$ cat config.mk
export PLATFORM = sky130hd
export DESIGN_NAME = program_fetch_det
export DESIGN_NICKNAME = d
export VERILOG_FILES = /design/src/rtl/det_pkg.sv /design/src/rtl/det_mul4.sv /design/src/rtl/program_fetch_det.sv
export SDC_FILE = /design/constraint.sdc
export NUM_CORES = 1
export LEC_CHECK = 0
export ABC_AREA = 1
export BUFFER_PORTS_ARGS = -buffer_cell sky130_fd_sc_hd__buf_4
export CORE_ASPECT_RATIO = 0.9
export CORE_UTILIZATION = 59
export DETAILED_ROUTE_END_ITERATION = 10
export HOLD_SLACK_MARGIN = 0.02
export PLACE_DENSITY_LB_ADDON = 0.12
export SKIP_CTS_REPAIR_TIMING = 1
export SLEW_MARGIN = 20
export SYNTH_ARGS = -nofsm -noshare
export SYNTH_HDL_FRONTEND = slang
export SYNTH_HIERARCHICAL = 1
export SYNTH_SLANG_ARGS = --single-unit
$ cat constraint.sdc
create_clock -name clk -period 2.6 [get_ports clk]
set_input_delay 0.39 -clock clk [delete_from_list [all_inputs] [get_ports clk]]
set_output_delay 0.39 -clock clk [all_outputs]
set_load 0.005 [all_outputs]
$ cat src/rtl/det_pkg.sv
// det_pkg -- shared definitions for program_fetch_det and det_mul4.
//   state_t    : controller FSM states
//   *_LSB      : bit positions of the four nibbles inside a 16-bit ROM word
//   RESULT_W   : width of the signed ad-bc result (range -225..+225)
//   get_nib()  : extract one 4-bit field from a ROM word
package det_pkg;

  typedef enum logic [2:0] {
    IDLE,
    FETCH,
    MUL_AD,
    MUL_BC,
    SUB,
    OUT,
    DONE
  } state_t;

  localparam int NIB_W    = 4;
  localparam int A_LSB    = 0;
  localparam int C_LSB    = 4;
  localparam int D_LSB    = 8;
  localparam int B_LSB    = 12;
  localparam int PROD_W   = 8;
  localparam int RESULT_W = 9;

  function automatic logic [NIB_W-1:0] get_nib(input logic [15:0] w, input int lsb);
    return w[lsb +: NIB_W];
  endfunction

endpackage

$ cat src/rtl/det_mul4.sv
// det_mul4 -- 4x4 unsigned shift-add multiplier, one partial product per cycle.
// Ports:
//   clk, rst      : clock, asynchronous active-high reset
//   start         : 1-cycle pulse; operands are captured and bit 0 is accumulated
//   op_a, op_b    : 4-bit unsigned operands (sampled only when start is high)
//   product       : 8-bit unsigned product, valid while done is high
//   done          : high in the 4th cycle after start (the cycle after the pulse
//                   counts as cycle 2), i.e. the multiply occupies exactly 4 cycles
module det_mul4
  import det_pkg::*;
(
  input  logic                clk,
  input  logic                rst,
  input  logic                start,
  input  logic [NIB_W-1:0]    op_a,
  input  logic [NIB_W-1:0]    op_b,
  output logic [PROD_W-1:0]   product,
  output logic                done
);

  logic [NIB_W-1:0]  a_reg;
  logic [NIB_W-1:0]  b_reg;
  logic [PROD_W-1:0] acc_reg;
  logic [1:0]        cnt_reg;
  logic              active_reg;
  logic [PROD_W-1:0] step_term;

  // Partial product for the multiplier bit selected by cnt_reg.
  always_comb begin
    step_term = ({{(PROD_W-NIB_W){1'b0}}, a_reg} & {PROD_W{b_reg[cnt_reg]}}) << cnt_reg;
  end

  // The last partial product is added combinationally so the full product is
  // available in the 4th cycle rather than one cycle later.
  assign product = acc_reg + step_term;
  assign done    = active_reg && (cnt_reg == 2'd3);

  always_ff @(posedge clk or posedge rst) begin
    if (rst) begin
      a_reg      <= '0;
      b_reg      <= '0;
      acc_reg    <= '0;
      cnt_reg    <= '0;
      active_reg <= 1'b0;
    end else if (start) begin
      a_reg      <= op_a;
      b_reg      <= op_b;
      acc_reg    <= {{(PROD_W-NIB_W){1'b0}}, op_a & {NIB_W{op_b[0]}}};
      cnt_reg    <= 2'd1;
      active_reg <= 1'b1;
    end else if (active_reg) begin
      acc_reg <= product;
      cnt_reg <= cnt_reg + 2'd1;
      if (cnt_reg == 2'd3) begin
        active_reg <= 1'b0;
      end
    end
  end

endmodule

$ cat src/rtl/program_fetch_det.sv
// program_fetch_det -- walks a 16-word program ROM and emits ad-bc per word.
// Each word is split into a=[3:0], c=[7:4], d=[11:8], b=[15:12]; the signed
// 9-bit result ad-bc is offered on a valid/ready port tagged with its address.
// Ports:
//   clk, rst        : clock, asynchronous active-high reset
//   start           : begin a run from address 0 (ignored while busy)
//   Rom_addr_out    : address to the combinational program ROM (registered pc)
//   Rom_data_in     : ROM word for Rom_addr_out, same cycle
//   result          : signed ad-bc
//   result_addr     : ROM address that produced result
//   result_valid    : result offered; held until result_ready at a clock edge
//   result_ready    : consumer accepts result
//   busy            : state is not IDLE
//   done            : one-cycle pulse at the end of a run
// Parameter LAST_ADDR : last ROM address processed in a run.
// Optional macro DET_HALT_WORD_EN: a fetched word of 16'h0000 ends the run
// immediately without producing a result.
module program_fetch_det
  import det_pkg::*;
#(
  parameter logic [3:0] LAST_ADDR = 4'hF
) (
  input  logic                clk,
  input  logic                rst,
  input  logic                start,
  output logic [3:0]          Rom_addr_out,
  input  logic [15:0]         Rom_data_in,
  output logic [RESULT_W-1:0] result,
  output logic [3:0]          result_addr,
  output logic                result_valid,
  input  logic                result_ready,
  output logic                busy,
  output logic                done
);

  state_t              state_reg;
  logic [3:0]          pc_reg;
  logic [15:0]         word_reg;
  logic [PROD_W-1:0]   ad_reg;
  logic [PROD_W-1:0]   bc_reg;
  logic [RESULT_W-1:0] result_reg;
  logic [3:0]          result_addr_reg;
  logic                result_valid_reg;
  logic                busy_reg;
  logic                done_reg;
  logic                mul_start_reg;

  logic [NIB_W-1:0]    mul_op_a;
  logic [NIB_W-1:0]    mul_op_b;
  logic [PROD_W-1:0]   mul_product;
  logic                mul_done;

  // One multiplier is shared: operands a,d during MUL_AD and b,c during MUL_BC.
  always_comb begin
    mul_op_a = get_nib(word_reg, A_LSB);
    mul_op_b = get_nib(word_reg, D_LSB);
    if (state_reg == MUL_BC) begin
      mul_op_a = get_nib(word_reg, B_LSB);
      mul_op_b = get_nib(word_reg, C_LSB);
    end
  end

  det_mul4 u_mul (
    .clk     (clk),
    .rst     (rst),
    .start   (mul_start_reg),
    .op_a    (mul_op_a),
    .op_b    (mul_op_b),
    .product (mul_product),
    .done    (mul_done)
  );

  // mul_start_reg is raised on entry to each multiply state so the multiplier
  // starts in the first cycle of MUL_AD / MUL_BC; this fixes the latency at
  // FETCH(1) + MUL_AD(4) + MUL_BC(4) + SUB(1) before result_valid.
  always_ff @(posedge clk or posedge rst) begin
    if (rst) begin
      state_reg        <= IDLE;
      pc_reg           <= '0;
      word_reg         <= '0;
      ad_reg           <= '0;
      bc_reg           <= '0;
      result_reg       <= '0;
      result_addr_reg  <= '0;
      result_valid_reg <= 1'b0;
      busy_reg         <= 1'b0;
      done_reg         <= 1'b0;
      mul_start_reg    <= 1'b0;
    end else begin
      mul_start_reg <= 1'b0;
      done_reg      <= 1'b0;
      case (state_reg)
        IDLE: begin
          if (start) begin
            pc_reg    <= '0;
            busy_reg  <= 1'b1;
            state_reg <= FETCH;
          end
        end
        FETCH: begin
          word_reg <= Rom_data_in;
`ifdef DET_HALT_WORD_EN
          if (Rom_data_in == 16'h0000) begin
            done_reg  <= 1'b1;
            state_reg <= DONE;
          end else begin
            mul_start_reg <= 1'b1;
            state_reg     <= MUL_AD;
          end
`else
          mul_start_reg <= 1'b1;
          state_reg     <= MUL_AD;
`endif
        end
        MUL_AD: begin
          if (mul_done) begin
            ad_reg        <= mul_product;
            mul_start_reg <= 1'b1;
            state_reg     <= MUL_BC;
          end
        end
        MUL_BC: begin
          if (mul_done) begin
            bc_reg    <= mul_product;
            state_reg <= SUB;
          end
        end
        SUB: begin
          result_reg       <= {1'b0, ad_reg} - {1'b0, bc_reg};
          result_addr_reg  <= pc_reg;
          result_valid_reg <= 1'b1;
          state_reg        <= OUT;
        end
        OUT: begin
          if (result_ready) begin
            result_valid_reg <= 1'b0;
            if (pc_reg == LAST_ADDR) begin
              done_reg  <= 1'b1;
              state_reg <= DONE;
            end else begin
              pc_reg    <= pc_reg + 4'd1;
              state_reg <= FETCH;
            end
          end
        end
        DONE: begin
          pc_reg    <= '0;
          busy_reg  <= 1'b0;
          state_reg <= IDLE;
        end
        default: begin
          state_reg <= IDLE;
        end
      endcase
    end
  end

  assign Rom_addr_out = pc_reg;
  assign result       = result_reg;
  assign result_addr  = result_addr_reg;
  assign result_valid = result_valid_reg;
  assign busy         = busy_reg;
  assign done         = done_reg;

endmodule

==> out/results.ini, run 1 <==
[sta]
timing_max_transition_violations_final = 0
rsz0062_at_grt = false
setup_viol = 0
final.period_utilization = 0.937
max_slew.worst_pin.slew_ns = 0.755
clock_skew_ns = 0.00996
finalHoldViolCount = 0
max_freq_mhz = 410
relSlewSlack = 0.496
tns_ns = 0
fin_crit_ns = 2.44

[cells_and_area]
fillCellCount = 519
seq_area_um2 = 1880
num_antenna_cells = 0
fin_area_um2 = 4680
final_nets = 609
drive_gt1_frac = 0.162
largest_register_ffs = 16
multiInputGateArea_um2 = 1860
syn_to_final_growth_pct = 15.2

[placement]
dpl-instance-area_um2 = 4440
port_buffers = 39
dp_hpwl_mm = 5.76
gp_congestion = 0.876

[grt]
grt_pass1_vias = 3113
gr-total-overflow = 0
grt_pass1_wl_mm = 13.6
grtUsageTotal = 0.249
antenna_found_initial = 0
grt_max_degree = 48

[routing]
drt-met1-wl_mm = 3.67
vias = 3343
drcViolationCount = 0
wl_met3_um = 312
viasPerCell = 5.04
drtIter0Drc = 168
drt_first_pass_iters = 4
routed_wl_mm = 8.04
dr_wl_met2_mm = 3.92
ant_nets = 0
top_layer = met4
wl_per_cell_um = 12.1

[pwr]
internal-power_uw = 1770
seqPwrFrac = 0.525
combPwrFrac = 0.022
total_power_uw = 2220
switchingPower_uw = 445
power_density_nw_per_um2 = 474
p_leak_uw = 0.00255
netSwitchingFraction = 0.201
clkPwrFrac = 0.453
peakVddDrop_mv = 0.310

[min_path]
holdPathStages = 3
hp-class = primary input to flip-flop

[die]
start_util = 0.614
design.core.area_um2 = 6620
rows = 28
dieHeight_um = 80.7
ios = 40
die_w_um = 89.5
die_area_um2 = 7220

[worst_setup_path]
cpMostUsedCell = inv_1
critPathTopFamily = simple AND/OR/NAND/NOR gates
cp-end-kind = flip-flop
criticalPathCategory = flip-flop to flip-flop
cp_num_cells = 16
critPathMaxStageDelay_ns = 0.47
critPathMaxFanout = 9
cp.arrival_ns = 2.70
cp-start-kind = flip-flop
cp_slowest_cell = dfrtp_2
r2r_cells = 16
path_buf_inv = 5
required_ns = 2.87
path_cells = inv_4, nand2_2, nand3_4, nand3_2, nor2_1, nand2_1, inv_1, ha_1, inv_1, fa_2, inv_1, nand3_1, nand3_1, xor2_1, inv_1, o21ai_1

[clock_tree]
cts_buffer_depth = 2
cts_inserted_buffers = 9
clock_latency_ns = 0.35
htreeDepth = 3
root_buffer = clkbuf_8
clock-sinks = 75
clk_pin_slew_ns = 0.08
cts_tree = yes

[synthesis]
syn_nets = 564
synth-seq-cells = 75
avgSynthCellArea_um2 = 7.75
syn_inst = 524
seq_area_frac_synth = 0.462
yosys_warnings = 6
netlist_area_um2 = 4060
yosysUniqueCellTypes = 32

[flow_run]
cap_violations = 0

[status]
status = complete, no violations

[through the flow]
stage	std cells	utilization	hold slack, ns	setup slack (ns)
floorplan	524	-	0.341	0.361
global placement	647	0.670	0.329	0.233
detailed placement	647	0.670	0.329	0.0515
CTS	662	0.704	-0.0482	0.0415
global route	663	0.707	0.227	0.00423
finish	663	0.707	0.236	0.163
[layout by cell type, fill, tap and decap left out, types with 3 or more instances in the layout]
master	instances
nand4_1	5
nand3_2	6
o21ai_1	30
nor2_1	16
o21ai_0	17
inv_1	58
buf_4	41
and2_1	4
clkbuf_8	11
xor2_1	6
nor3_1	3
ha_1	18
nand2_1	202
dfrtp_1	73
a21oi_1	9
inv_2	12
nand2_2	6
nand3_1	29
[logic make-up after synthesis]
kind of cell | after synthesis | synth area share
DFF | 75 | 0.462
adders and majority gates | 20 | 0.0653
xor gates and xnor gates | 8 | 0.0172
AOI/OAI and AO/OA | 59 | 0.0742
buffers and inverters | 82 | 0.0804
and+or+nand+nor | 280 | 0.301
[final cells by class]
| class | instances | share of cell area |
|---|---|---|
| clock buffers | 11 | 0.0324 |
| clock inverters | 4 | 0.0158 |
| inverters | 74 | 0.0604 |
| multi-input cells | 367 | 0.398 |
| flip-flops and latches | 75 | 0.402 |
| well taps | 90 | 0.0241 |
| repair buffers | 42 | 0.0679 |
[cells in the mapped netlist]
library cell	instances	area, µm²
clkinv_1	2	7.51
a31oi_1	1	6.26
nand3_4	2	35.0
xnor2_1	2	17.5
nand2_2	6	37.5
o21ai_1	30	150
o22ai_1	1	6.26
buf_2	4	20.0
fa_1	2	40.0
nand3_1	29	145
nor2_2	2	12.5
or2_1	1	6.26
and2_1	4	25.0
o21ai_0	17	85.1
nor3_1	3	15.0
inv_2	12	45.0
or2_2	1	6.26
nor2_4	2	22.5
buf_4	3	22.5
dfrtp_1	75	1880
inv_4	1	6.26
ha_1	18	225
nor2_1	16	60.1
nand2_1	202	758
a21oi_1	9	45.0
nand3_2	6	60.1
xor2_1	6	52.6
inv_1	59	221
a21oi_2	1	8.76
clkbuf_1	1	3.75
nand3b_1	1	7.51
nand4_1	5	31.3
[worst register-to-register path, stage by stage (launching register included)]
cell	delay (ns)
dfrtp_2	0.47
inv_4	0.12
nand2_2	0.07
nand3_4	0.09
nand3_2	0.10
nor2_1	0.15
nand2_1	0.08
inv_1	0.06
ha_1	0.16
inv_1	0.06
fa_2	0.35
inv_1	0.09
nand3_1	0.06
nand3_1	0.08
xor2_1	0.19
inv_1	0.08
o21ai_1	0.16
[worst paths after layout]
check | from | to | slack (ns)
worst max-delay path | u_mul/cnt_reg[0]$_DFFE_PP0P_ | ad_reg[4]$_DFFE_PP0P_ | 0.16
worst min-delay path | Rom_data_in[8] | word_reg[8]$_DFFE_PP0N_ | 0.24
worst max register to register | u_mul/cnt_reg[0]$_DFFE_PP0P_ | ad_reg[4]$_DFFE_PP0P_ | 0.16
worst min register to register | word_reg[2]$_DFFE_PP0N_ | word_reg[2]$_DFFE_PP0N_ | 0.47
max in group asynchronous | rst | result[2]$_DFFE_PP0P_ | 1.24
min in group asynchronous | rst | word_reg[12]$_DFFE_PP0N_ | 0.51
[power groups by stage]
stage | clock, µW | sequential [µW] | combinational (µW)
final | 1010 | 1170 | 47.9
after global routing | 1080 | 1170 | 55.4
after CTS | 1020 | 1170 | 49.3
after detailed placement | 0 | 1190 | 49.3
after global placement | 0 | 1190 | 48.2
after floorplan | 0 | 1190 | 18.4
[per-layer routing]
layer,vias to the layer above,global-route usage
met5,-,0
met4,0,0.0683
met3,15,0.0627
met2,71,0.427
met1,1520,0.313
li1,1737,-
No activity file was read; power rests on OpenSTA's default activity.
==> inputs of run 2 (changes only) <==
--- a/config.mk
+++ b/config.mk
@@ -7,8 +7,10 @@
 export LEC_CHECK = 0
 export ABC_AREA = 1
 export BUFFER_PORTS_ARGS = -buffer_cell sky130_fd_sc_hd__buf_4
+export CELL_PAD_IN_SITES_DETAIL_PLACEMENT = 1
+export CELL_PAD_IN_SITES_GLOBAL_PLACEMENT = 2
 export CORE_ASPECT_RATIO = 0.9
-export CORE_UTILIZATION = 59
+export CORE_UTILIZATION = 35
 export DETAILED_ROUTE_END_ITERATION = 10
 export HOLD_SLACK_MARGIN = 0.02
 export PLACE_DENSITY_LB_ADDON = 0.12
==> run 2 against run 1 <==
Clock skew decreased by 0.0045 ns. Power up 9.9%. Maximum frequency is 3.6% higher. Wire length up 21%. Cell area is 3.9% higher. Non-clock buffer count up 3. Register-to-register slack gained 0.08 ns. Critical path type unchanged.
==> out/results.ini, run 2 (synthesis results as in run 1) <==
[die]
dieHeight_um = 104
rows = 36
start_util = 0.367
die_w_um = 116
die_area_um2 = 12000
ios = 40
design.core.area_um2 = 11100

[placement]
placedCellCount = 711
dp_hpwl_mm = 7.19
gp_congestion = 0.780
port_buffers = 39

[sta]
clock_skew_ns = 0.00547
fin_crit_ns = 2.35
setup_viol = 0
whs_ns = 0.130
timing_max_transition_violations_final = 0
relSlewSlack = 0.474
finalHoldViolCount = 0
max_freq_mhz = 425
max_slew.worst_pin.slew_ns = 0.787
rsz0062_at_grt = false
final.period_utilization = 0.905
tns_ns = 0

[cells_and_area]
fillCellCount = 1426
drive_gt1_frac = 0.173
instances_no_fill = 729
syn_to_final_growth_pct = 19.7
layout_commonest_cell = nand2_1
num_antenna_cells = 0
largest_register_ffs = 16
final_cell_mix = 202 x nand2_1, 73 x dfrtp_1, 58 x inv_1
final_nets = 612

[routing]
drt_first_pass_iters = 4
ant_nets = 0
vias = 3398
routed_wl_mm = 9.70
wl_per_cell_um = 13.3
drcViolationCount = 0
drtIter0Drc = 87
viasPerCell = 4.66

[worst_setup_path]
r2r_start = u_mul/cnt_reg[1]$_DFFE_PP0P_
critPathMaxStageDelay_ns = 0.46
cpMostUsedCell = nand2_1
critPathMaxFanout = 9
rr_endpoint = ad_reg[7]$_DFFE_PP0P_
cp_slowest_cell = dfrtp_2
cp-end-kind = flip-flop
cp.arrival_ns = 2.57
cp-start-kind = flip-flop
r2r_cells = 14
path_cells = inv_4, nand3_4, nand3_2, nand2_1, nand3_1, nand2_1, ha_1, nand2_1, nand2_1, a21oi_1, nand3_1, and2_1, inv_1, o21ai_1
reg2reg_setup_slack_ns = 0.25
required_ns = 2.82
criticalPathCategory = flip-flop to flip-flop

[clock_tree]
cts_inserted_buffers = 9
clock-sinks = 75
htreeDepth = 3
clk_pin_slew_ns = 0.06
cts_tree = yes
cts_buffer_depth = 2
clock_latency_ns = 0.35
root_buffer = clkbuf_16

[min_path]
hp-class = primary input to asynchronous set/reset pin

[pwr]
switchingPower_uw = 569
p_leak_uw = 0.00259
clkPwrFrac = 0.501
seqPwrFrac = 0.479
combPwrFrac = 0.021
peakVddDrop_mv = 0.349
power_density_nw_per_um2 = 501
internal-power_uw = 1870
netSwitchingFraction = 0.233

[grt]
gr-total-overflow = 0
antenna_found_initial = 0
grt_max_degree = 27
grt_pass1_wl_mm = 17.0
grt_pass1_vias = 3565
grtUsageTotal = 0.184

[flow_run]
cap_violations = 0

[status]
status = complete, no violations

-- run 2: changes by cell type in the layout (fill, tap and decap cells not counted), sizes merged --
cell	change
buf	+4
inv	+3
bufinv	-2
clkbuf	-1
clkinvlp	+1
dlygate4sd3	-1
-- run 2: metrics by stage --
step	area, µm²	worst slack, ns	total power [µW]	util
CTS	4820	0.0580	2490	0.435
detailed placement	4530	0.0844	1240	0.409
global route	4860	0.0249	2530	0.439
floorplan	4060	0.361	1210	-
finish	4860	0.247	2440	0.439
global placement	4530	0.182	1240	0.409
-- run 2: area by class of cell --
type	count	area, µm²	share of cell area
well taps	152	190	0.0391
flip-flops and latches	75	1880	0.386
multi-input cells	367	1870	0.385
repair buffers	45	350	0.0720
clock buffers	10	239	0.0491
clock inverters	6	47.5	0.00978
inverters	74	285	0.0587
-- run 2: how the worst max path moves through the flow --
stage,start,to,slack (ns),cells past startpoint
2_1_floorplan,u_mul/cnt_reg[0]$_DFFE_PP0P_,ad_reg[4]$_DFFE_PP0P_,0.36,16
3_3_place_gp,u_mul/cnt_reg[0]$_DFFE_PP0P_,ad_reg[4]$_DFFE_PP0P_,0.18,16
3_5_place_dp,u_mul/cnt_reg[0]$_DFFE_PP0P_,ad_reg[4]$_DFFE_PP0P_,0.08,16
4_1_cts,u_mul/cnt_reg[0]$_DFFE_PP0P_,ad_reg[4]$_DFFE_PP0P_,0.06,16
5_1_grt,u_mul/cnt_reg[0]$_DFFE_PP0P_,ad_reg[4]$_DFFE_PP0P_,0.02,16
6_report,u_mul/cnt_reg[1]$_DFFE_PP0P_,ad_reg[7]$_DFFE_PP0P_,0.25,14
-- run 2: power groups by stage --
stage                     sequential, µW  clock [µW]  combinational (µW)
after CTS                           1170        1270                54.2
after global placement              1190           0                52.8
after global routing                1170        1300                59.4
final                               1170        1220                50.5
after detailed placement            1190           0                54.2
after floorplan                     1190           0                18.4
-- run 2: routing by layer --
layer  up-vias  wire length (µm)  global-route usage
met1      1621              4660               0.238
met4         0               123              0.0510
met2        34              4600               0.291
met3        10               310              0.0618
met5         -                 0                   0
li1       1733                 -                   -
-- run 2: worst max-delay path: cells and delay by family, from the launching register on --
| kind | cells | cell delay [ns] |
|---|---|---|
| buffers and inverters | 2 | 0.21 |
| AO/OA/AOI/OAI | 2 | 0.28 |
| flip-flops | 1 | 0.46 |
| AND/OR/NAND/NOR | 9 | 0.92 |
| adder cells (fa/ha/maj) | 1 | 0.35 |
